**config.mk**
```make
export PLATFORM = sky130hd
export DESIGN_NAME = simd_mul_unit
export DESIGN_NICKNAME = d
export VERILOG_FILES = /design/src/rtl/simd_mul_unit_pkg.sv /design/src/rtl/simd_mul_lane.sv /design/src/rtl/simd_mul_unit.sv
export SDC_FILE = /design/constraint.sdc
export NUM_CORES = 1
export LEC_CHECK = 0
export BUFFER_PORTS_ARGS = -buffer_cell sky130_fd_sc_hd__buf_2
export CORE_MARGIN = 3
export CORE_UTILIZATION = 60
export DETAILED_ROUTE_END_ITERATION = 8
export PLACE_DENSITY = 0.78
export SYNTH_ARGS = -nofsm -noshare
export SYNTH_HDL_FRONTEND = slang
export SYNTH_HIERARCHICAL = 1
export SYNTH_SLANG_ARGS = --single-unit
```
**constraint.sdc**
```tcl
create_clock -name clk_i -period 24.4 [get_ports clk_i]
set_clock_uncertainty 0.15 [all_clocks]
set_input_delay 2.44 -clock clk_i [delete_from_list [all_inputs] [get_ports clk_i]]
set_output_delay 2.44 -clock clk_i [all_outputs]
set_load 0.1 [all_outputs]
```
**src/rtl/simd_mul_unit_pkg.sv**
```systemverilog
// Shared types for the packed-SIMD multiply unit: op codes, issue struct,
// core config and the per-op lane count.
package simd_mul_unit_pkg;
  typedef struct packed {
    int unsigned XLEN;
  } cva6_cfg_t;

  localparam cva6_cfg_t cva6_cfg_empty = '{XLEN: 32};
  localparam int unsigned TRANS_ID_BITS = 3;

  typedef enum logic [1:0] {FU_NONE, ALU, SIMD_ALU, SIMD_MUL} fu_t;

  typedef enum logic [7:0] {
    ADD    = 8'h00,
    SMAQA  = 8'h70,
    UMAQA  = 8'h71,
    KHM8   = 8'h72,
    KHM16  = 8'h73,
    SMBB16 = 8'h74
  } fu_op;

  typedef struct packed {
    fu_op                     operation;
    logic [31:0]              operand_a;
    logic [31:0]              operand_b;
    logic [31:0]              imm;
    logic [TRANS_ID_BITS-1:0] trans_id;
  } fu_data_t;

  typedef enum logic [1:0] {IDLE, BUSY, DONE} state_t;

  // Number of multiplier passes (one lane per cycle) an op needs.
  function automatic logic [2:0] lane_count(fu_op op);
    case (op)
      SMAQA, UMAQA, KHM8: return 3'd4;
      KHM16:              return 3'd2;
      default:            return 3'd1;
    endcase
  endfunction
endpackage

```
**src/rtl/simd_mul_lane.sv**
```systemverilog
// Shared 17x17 signed multiplier; 8-bit or 16-bit operands widened to 17 bits
// with per-operand sign/zero extension.
module simd_mul_lane (
  input  logic [15:0] a,
  input  logic [15:0] b,
  input  logic        sgn_a,
  input  logic        sgn_b,
  input  logic        w16,
  output logic [33:0] prod
);
  logic [16:0] ext_a, ext_b;

  always_comb begin
    ext_a = w16 ? {sgn_a & a[15], a} : {{9{sgn_a & a[7]}}, a[7:0]};
    ext_b = w16 ? {sgn_b & b[15], b} : {{9{sgn_b & b[7]}}, b[7:0]};
  end

  assign prod = $signed({{17{ext_a[16]}}, ext_a}) * $signed({{17{ext_b[16]}}, ext_b});
endmodule

```
**src/rtl/simd_mul_unit.sv**
```systemverilog
// Multi-cycle packed-SIMD multiply / multiply-accumulate unit. One lane goes
// through the shared multiplier per cycle; result and ov register on the last lane.
module simd_mul_unit
  import simd_mul_unit_pkg::*;
#(
  parameter cva6_cfg_t CVA6Cfg = cva6_cfg_empty
) (
  input  logic                     clk_i,
  input  logic                     rst_ni,
  input  logic                     flush_i,
  input  fu_data_t                 fu_data_i,
  input  logic                     simd_mul_valid_i,
  output logic                     simd_mul_ready_o,
  output logic                     simd_mul_valid_o,
  output logic [31:0]              simd_mul_result_o,
  output logic [TRANS_ID_BITS-1:0] simd_mul_trans_id_o,
  output logic                     simd_mul_ov_o
);
  localparam int unsigned XLEN = CVA6Cfg.XLEN;

  state_t                   state;
  fu_op                     op_q;
  logic [XLEN-1:0]          a_q, b_q, acc_q, acc_nxt;
  logic [TRANS_ID_BITS-1:0] tid_q;
  logic [1:0]               cnt_q, last_q;
  logic                     ov_q, sat;
  logic [15:0]              lane_a, lane_b;
  logic                     sgn, w16;
  logic [33:0]              prod;
  logic                     unused_prod_hi;
  logic                     accept;

  assign accept = simd_mul_valid_i && simd_mul_ready_o && !flush_i;
  assign unused_prod_hi = ^prod[33:32];

  // Lane select: bytes by counter for 8-bit ops, halves for KHM16.
  always_comb begin
    lane_a = {8'h00, a_q[{cnt_q, 3'b000} +: 8]};
    lane_b = {8'h00, b_q[{cnt_q, 3'b000} +: 8]};
    sgn    = 1'b1;
    w16    = 1'b0;
    case (op_q)
      UMAQA: sgn = 1'b0;
      KHM16: begin
        lane_a = a_q[{cnt_q[0], 4'b0000} +: 16];
        lane_b = b_q[{cnt_q[0], 4'b0000} +: 16];
        w16    = 1'b1;
      end
      SMBB16: begin
        lane_a = a_q[15:0];
        lane_b = b_q[15:0];
        w16    = 1'b1;
      end
      default: ;
    endcase
  end

  simd_mul_lane u_lane (
    .a    (lane_a),
    .b    (lane_b),
    .sgn_a(sgn),
    .sgn_b(sgn),
    .w16  (w16),
    .prod (prod)
  );

  // Q7/Q15 saturation only hits on -1 * -1; detect it on the operands.
  always_comb begin
    acc_nxt = acc_q;
    sat     = 1'b0;
    case (op_q)
      SMAQA, UMAQA: acc_nxt = acc_q + prod[31:0];
      KHM8: begin
        sat = (lane_a[7:0] == 8'h80) && (lane_b[7:0] == 8'h80);
        acc_nxt[{cnt_q, 3'b000} +: 8] = sat ? 8'h7F : prod[14:7];
      end
      KHM16: begin
        sat = (lane_a == 16'h8000) && (lane_b == 16'h8000);
        acc_nxt[{cnt_q[0], 4'b0000} +: 16] = sat ? 16'h7FFF : prod[30:15];
      end
      SMBB16:  acc_nxt = prod[31:0];
      default: acc_nxt = '0;
    endcase
  end

  always_ff @(posedge clk_i or negedge rst_ni) begin
    if (!rst_ni) begin
      state               <= IDLE;
      op_q                <= ADD;
      a_q                 <= '0;
      b_q                 <= '0;
      acc_q               <= '0;
      tid_q               <= '0;
      cnt_q               <= '0;
      last_q              <= '0;
      ov_q                <= 1'b0;
      simd_mul_ready_o    <= 1'b1;
      simd_mul_valid_o    <= 1'b0;
      simd_mul_result_o   <= '0;
      simd_mul_trans_id_o <= '0;
      simd_mul_ov_o       <= 1'b0;
    end else begin
      simd_mul_valid_o <= 1'b0;
      case (state)
        IDLE, DONE: begin
          if (accept) begin
            op_q             <= fu_data_i.operation;
            a_q              <= fu_data_i.operand_a;
            b_q              <= fu_data_i.operand_b;
            acc_q            <= fu_data_i.imm;
            tid_q            <= fu_data_i.trans_id;
            cnt_q            <= '0;
            last_q           <= 2'(lane_count(fu_data_i.operation) - 3'd1);
            ov_q             <= 1'b0;
            simd_mul_ready_o <= 1'b0;
            state            <= BUSY;
          end else begin
            simd_mul_ready_o <= 1'b1;
            state            <= IDLE;
          end
        end
        BUSY: begin
          if (flush_i) begin
            simd_mul_ready_o <= 1'b1;
            state            <= IDLE;
          end else begin
            acc_q <= acc_nxt;
            ov_q  <= ov_q | sat;
            cnt_q <= cnt_q + 2'd1;
            if (cnt_q == last_q) begin
              simd_mul_result_o   <= acc_nxt;
              simd_mul_ov_o       <= ov_q | sat;
              simd_mul_trans_id_o <= tid_q;
              simd_mul_valid_o    <= 1'b1;
              simd_mul_ready_o    <= 1'b1;
              state               <= DONE;
            end
          end
        end
        default: begin
          simd_mul_ready_o <= 1'b1;
          state            <= IDLE;
        end
      endcase
    end
  end
endmodule

```
==> results of run 1 <==
## flip-flops by register name (all words and copies together) (netlist names)
| name | flops |
|---|---|
| ov_q | 1 |
| op_q | 8 |
| a_q | 32 |
| simd_mul_valid_o | 1 |
| simd_mul_ready_o | 1 |
| simd_mul_trans_id_o | 3 |
| simd_mul_result_o | 32 |
| last_q | 2 |
| b_q | 32 |
| cnt_q | 2 |
| tid_q | 3 |
| state | 2 |
| simd_mul_ov_o | 1 |
| acc_q | 32 |
## cell usage in the layout (no fill, tap or decap), types with 16 or more instances in the layout
cell type                     n
sky130_fd_sc_hd__nand2_1    477
sky130_fd_sc_hd__inv_1      354
sky130_fd_sc_hd__fa_1       291
sky130_fd_sc_hd__dfrtp_1    150
sky130_fd_sc_hd__buf_2      147
sky130_fd_sc_hd__nor2_1     142
sky130_fd_sc_hd__and2_1     123
sky130_fd_sc_hd__ha_1       119
sky130_fd_sc_hd__a21oi_1     94
sky130_fd_sc_hd__o21ai_0     93
sky130_fd_sc_hd__nand3_1     34
sky130_fd_sc_hd__buf_4       29
sky130_fd_sc_hd__xnor2_1     28
sky130_fd_sc_hd__and3_1      28
sky130_fd_sc_hd__or3_1       26
sky130_fd_sc_hd__nor3_1      23
sky130_fd_sc_hd__a21o_1      22
sky130_fd_sc_hd__nand2b_1    21
sky130_fd_sc_hd__a222oi_1    21
sky130_fd_sc_hd__o21ai_1     19
sky130_fd_sc_hd__a211oi_1    19
sky130_fd_sc_hd__a31oi_1     18
sky130_fd_sc_hd__a22o_1      17
sky130_fd_sc_hd__nand4_1     17
sky130_fd_sc_hd__clkbuf_16   17
sky130_fd_sc_hd__mux4_2      16
sky130_fd_sc_hd__mux2_2      16
## layout make-up
type	count	share of cell area
antenna	3	0.0003227
clock buffer	19	0.01904
clock inverter	13	0.006078
inverter	355	0.05728
multi-input combinational	1908	0.6876
sequential	152	0.1637
tap	455	0.02447
timing repair buffer	177	0.04147
## worst max-delay path: cells and delay by family (launching register included)
| kind | cells | cell delay [ns] |
|---|---|---|
| AOI/OAI and AO/OA | 10 | 3.62 |
| xor gates and xnor gates | 2 | 0.65 |
| adders and majority gates | 8 | 3.97 |
| buffers and inverters | 4 | 0.36 |
| DFF | 1 | 0.53 |
| and+or+nand+nor | 8 | 2.66 |
## final timing paths
check,startpoint,endpoint,cells past startpoint
worst min-delay path,tid_q[2]$_DFFE_PN0P_,tid_q[2]$_DFFE_PN0P_,2
min in group asynchronous,rst_ni,b_q[4]$_DFFE_PN0P_,1
worst min register to register,tid_q[2]$_DFFE_PN0P_,tid_q[2]$_DFFE_PN0P_,2
worst max-delay path,op_q[2]$_DFFE_PN0P_,acc_q[26]$_DFFE_PN0P_,32
max in group asynchronous,rst_ni,cnt_q[0]$_DFFE_PN0P_,2
worst max register to register,op_q[2]$_DFFE_PN0P_,acc_q[26]$_DFFE_PN0P_,32
## layer usage
layer / vias to the layer above / wire length, µm / global-route usage
li1: 8522 / - / -
met1: 9436 / 26280 / 0.4698
met2: 1051 / 31170 / 0.5660
met3: 206 / 5835 / 0.06062
met4: 0 / 3029 / 0.1410
met5: - / 0 / 0
## stage by stage
| stage | setup WS, ns | instances | util | hold WS [ns] |
|---|---|---|---|---|
| after detailed placement | 12.63 | 3047 | 0.6467 | 0.3106 |
| after CTS | 12.56 | 3079 | 0.6634 | 0.3305 |
| after global placement | 13.01 | 3047 | 0.6467 | 0.3028 |
| final | 12.30 | 3082 | 0.6636 | 0.3269 |
| after global routing | 11.60 | 3079 | 0.6634 | 0.3606 |
| after floorplan | 14.46 | 2545 | - | 0.2901 |
==> summary by stage, run 1 <==
Place
The placed instances occupy a cell area of between 20000 and 25000 µm². The HPWL after detailed placement is around 51 mm. The congestion estimate from routability-driven global placement came to between 1 and 1.5. Buffers placed on the I/O ports in this run total approximately 150.

STA
Counting I/O delays and the setup requirement, the final critical path takes 12.10 ns. The count of final max-slew check failures is 0. Headroom to the max-slew limit came out at 0.07027. Setup repair after global routing left no endpoint under its margin. For the pin with the worst max-slew slack, the measured transition is 1.375 ns.

In the finished design, the share of the clock period the worst path needs comes to 0.4958. The post-route setup TNS is 0 ns. The upper clock frequency limit is around 83 MHz. The final hold violation count is 0.

The count of endpoints failing setup in the final report is 0.

Route
The first detailed-routing pass took 9 iterations. Across all layers, the routed design uses around 19000 vias. The routed design has between 60 and 70 mm of wire. The per-cell routed wire length is about 22 µm. In this run the remaining antenna-violating nets after routing total 0. After detailed routing, the number of vias per cell comes to approximately 6.2. The detailed-route DRC error count is 2. The count of routing violations after the opening detailed-route iteration is between 2000 and 2500.

CTS
The clock tree from TritonCTS is done. The post-CTS clock slew at the launch and capture registers of the worst setup and hold paths is ~0.070 ns. The number of resized instances in the post-cts repair step is 0. The root buffer cell is sky130_fd_sc_hd__clkbuf_16.

In this run, post-CTS hold repair placed 0 buffers. The maximum count of clock buffers along a single path is 2. The later pin in the worst-skew pair is clocked with a latency of between 0.4 and 0.5 ns. The H-tree was split into 4 levels.

The buffers inserted during post-CTS setup optimization is 0. For this design, the sink count on the clock tree is 152. The number of buffers added by the clock tree synthesis step is 17.

Setup path
STA classifies the critical path endpoint as a flip-flop. STA classifies the critical path startpoint as a flip-flop. The register-to-register setup slack is ~12 ns. Counting stages on the worst path, the most repeated cell is sky130_fd_sc_hd__fa_1. The largest single stage delay on the critical path is between 0.7 and 0.8 ns. STA puts the critical path data required time at 24.55 ns. Of all nets on the critical path, the largest fanout is 20.

The kind of critical path is reg -> reg. The slowest stage cell on the critical path is sky130_fd_sc_hd__nor3b_4. Data on the critical path arrives at its endpoint at around 12 ns.

Layout
The area of the multi-input gates is around 16000 µm². The number of nets in the layout is between 3000 and 4000. The post-synthesis to final-layout area growth is 7.530%. The post-route cell area is between 20000 and 25000 µm². In the final layout, flip-flops and latches occupy about 3800 µm².

Counting the fill cells in the layout gives between 2000 and 3000. Of the cells placed in the final design, the portion with a size suffix greater than 1 is 0.1101.

Yosys
In this run the mean area of a mapped cell was between 8 and 9 µm². The synthesized instance count is 2545. The mapped netlist covers between 20000 and 25000 µm². The synthesized net count is around 3100. Yosys printed 6 warnings.

Run status
The flow ran to the end, but the final reports show violations. The final reports fail on design-rule violations.

Min path
The type of the most critical hold path is reg -> reg.

Floorplanning
Measured along the y axis, the die boundary spans between 150 and 200 µm. The die covers 38370 µm². The core region is 35050 µm². The horizontal extent of the die is 195.9 µm. For this design the top-level I/O count stands at 149. The number of placement rows is 68. The effective utilization at floorplan is 0.6171.

Global route
The number of global-route vias before repair was between 15000 and 20000. The first global-routing pass estimated 105.7 mm of wire. The leftover overflow at the end of global routing is 0. The largest net degree at the start of global routing is a little over 90. The initial antenna violation count is 0.

The total routing resource utilization after global routing is 0.3489.

Job
The tool flagged a number of max-cap violations equal to 0.
Power of run 1 is left out: the tool's default activity adds up to more than one toggle a clock period on the data nets, which glitch-free logic cannot reach.
==> inputs of run 2 (changes only) <==
- clock period: 24.4 -> 11.7 ns (I/O delays scaled with it)
==> run 2 against run 1 <==
The run still ends with design-rule violations left. Worst setup slack got worse by 12 ns. Critical path depth rose by 3. Register-to-register slack got worse by 12 ns. Via count rose by 1.3%. Routed wire length rose by 1.1%. Fmax rose by 9.9%. Hold slack improved by 0.011 ns. Non-clock buffer count rose by 18. Utilization rose by 0.51 points. Cell area rose by 0.76%. Critical path type unchanged.
==> summary by stage, run 2 (same netlist as run 1, synthesis figures left out) <==
Global route
The first global-routing pass estimated 107.7 mm of wire. In the global route stage, overall resource usage came out at 0.3528. For this run, global-route usage on met2 was measured as 0.5536.

The initial antenna violation count is 2. For this run, global-route usage on met1 was measured as 0.4788. The number of global-route vias before repair came to around 20000. The leftover overflow at the end of global routing is 0. After global routing, the most crowded layer is met2. The largest net degree at the start of global routing is 92.

In the global route stage, met3 resource usage came out at 0.05873.

STA
Hold timing on the final database bottoms out at a slack of ~0.34 ns. In the post-route analysis, the smallest setup slack over all paths is just under 0.7 ns. For the pin with the worst max-slew slack, the measured transition is about 1.3 ns. The count of endpoints failing setup in the final report is 0. The headroom to the max-slew limit is 0.1086.

The count of final max-slew check failures is 0. For this run, the top clock speed supported by timing is roughly 91 MHz. Setup repair after global routing left no endpoint under its margin. The final hold violation count is 0. The worst path in the final design needs a cycle of 11.01 ns, including I/O delays and setup. The final cycle utilization of the critical path is 0.9410. Summed over all failing endpoints, the final setup total negative slack is 0 ns.

Run status
The run finished, with violations left. The checks that failed: design-rule violations.

CTS
The root buffer cell is sky130_fd_sc_hd__clkbuf_16. The clock insertion delay at the later pin of the skew report is ~0.44 ns. The post-CTS clock slew at the launch and capture registers of the worst setup and hold paths is approximately 0.07 ns. The number of buffers added by the clock tree synthesis step is 17. For this design, the CTS-stage hold fixing added 0 buffers.

The maximum level of the CTS H-tree is 4. The number of resized instances in the post-cts repair step is 0. The clock tree from TritonCTS is done. The TritonCTS sink count is ~150. In this run the deepest clock path goes through 2 buffers. The buffers inserted during post-CTS setup optimization is 0.

Layout
The antenna diode count is 0. Of the cells placed in the final design, the portion with a size suffix greater than 1 is 0.1162. The post-synthesis to final-layout area growth is 8.352%.

Leaving out fill and tap cells, the most frequent cells in the layout are 476 x sky130_fd_sc_hd__nand2_1, 354 x sky130_fd_sc_hd__inv_1, 291 x sky130_fd_sc_hd__fa_1, 150 x sky130_fd_sc_hd__dfrtp_1, 147 x sky130_fd_sc_hd__buf_2. The library cell used most frequently in the layout, excluding fill and tap cells, is sky130_fd_sc_hd__nand2_1. The net count of the finished layout is roughly 3200. The post-route cell area is 23440 µm².

Min path
The worst hold path was traced through 2 stages. In this run the worst hold path is classified as reg -> reg.

Setup path
In this run the worst path has a maximum fanout of 33. By instance count, the cell type seen most on the critical path is sky130_fd_sc_hd__fa_1. STA puts the critical path data arrival time at about 11 ns.

The capturing element type of the critical path is a flip-flop. The register-to-register setup slack is approximately 0.69 ns. The kind of critical path is reg -> reg. The critical path data required time is approximately 12 ns. In this design, the stage delay of the slowest critical-path cell is 0.66 ns.

Measured in cells, the most critical reg-to-reg path has a length of 35. The startpoint type of the worst setup path is a flip-flop. The slowest stage cell on the critical path is sky130_fd_sc_hd__dfrtp_4.

Route
The remaining number of nets flagged by the antenna check after routing is 0. Dividing the detail-routed wire length by the instance count gives roughly 22 µm. The first TritonRoute pass finished after 9 iterations.

The count of routing violations after the opening detailed-route iteration is roughly 2200. The detailed-route via count is 19458. Dividing the detail-routed via count by the number of cells gives 6.283. The detailed-route DRC error count is 12. The final layout contains routed wiring with a total length of around 67 mm.

Place
Buffers placed on the I/O ports in this run total between 100 and 150. The final estimated routing congestion in global placement is around 1. The wire-length estimate of the detail-placed layout is slightly above 50 mm. In this run the cell area measured after placement is approximately 23000 µm². At the placement stage, the worst setup path has a slack of roughly 0.7 ns.

Job
The max-capacitance violation count is 0.

Floorplanning
The horizontal extent of the die is 195.9 µm. After floorplanning, the core was sized to cover approximately 35000 µm². The number of placement rows is around 70. The floorplan step defined a die boundary enclosing 38370 µm². The die height is a little under 200 µm. For this configuration, the core starts out at a cell density of 0.6171.

The number of I/O pins is between 100 and 150.
[run 2: cell count changes in the layout (fill, tap and decap cells not counted), moves of 2 or more]
| cell | previous run | this run |
|---|---|---|
| sky130_fd_sc_hd__o21ai_2 | 7 | 5 |
| sky130_fd_sc_hd__buf_4 | 29 | 47 |
| sky130_fd_sc_hd__clkinvlp_4 | 4 | 2 |
| sky130_fd_sc_hd__bufinv_16 | 1 | 3 |
| sky130_fd_sc_hd__diode_2 | 3 | 0 |
| sky130_fd_sc_hd__o21ai_1 | 19 | 21 |
[run 2: final timing paths]
kind,from,endpoint
worst max-delay path,cnt_q[0]$_DFFE_PN0P_,simd_mul_result_o[29]$_DFFE_PN0P_
worst min-delay path,tid_q[1]$_DFFE_PN0P_,tid_q[1]$_DFFE_PN0P_
worst max register to register,cnt_q[0]$_DFFE_PN0P_,simd_mul_result_o[29]$_DFFE_PN0P_
worst min register to register,tid_q[1]$_DFFE_PN0P_,tid_q[1]$_DFFE_PN0P_
max in group asynchronous,rst_ni,a_q[6]$_DFFE_PN0P_
min in group asynchronous,rst_ni,simd_mul_trans_id_o[0]$_DFFE_PN0P_
[run 2: metrics by stage]
| stage | util | cells |
|---|---|---|
| 2_1_floorplan | - | 2545 |
| 6_report | 0.6687 | 3097 |
| 3_5_place_dp | 0.6504 | 3065 |
| 5_1_grt | 0.6687 | 3097 |
| 3_3_place_gp | 0.6504 | 3065 |
| 4_1_cts | 0.6686 | 3097 |
[run 2: routing by layer]
layer | wire length (µm) | up-vias | part of all wire
met5 | 12 | - | 0.00018
met4 | 3784 | 2 | 0.056
met3 | 5893 | 243 | 0.088
met2 | 30930 | 1124 | 0.46
met1 | 26410 | 9537 | 0.39
li1 | - | 8552 | -
[run 2: final cells by class]
class	count	area (µm²)
Clock buffer	18	429.2
Multi-Input combinational cell	1908	15990
Sequential cell	152	3809
Tap cell	455	569.3
Timing Repair Buffer	195	1100
Inverter	355	1333
Clock inverter	14	209.0
Fill cell	2883	11610
[run 2: worst max-delay path, delay by kind of cell (launching register included)]
| kind | cells | cell delay [ns] |
|---|---|---|
| simple gates | 8 | 2.15 |
| flops | 1 | 0.66 |
| fa+ha+maj | 8 | 3.67 |
| compound gates | 11 | 2.50 |
| xor+xnor | 2 | 0.79 |
| buf+inv | 6 | 0.89 |
Power of run 2 is left out for the same reason.
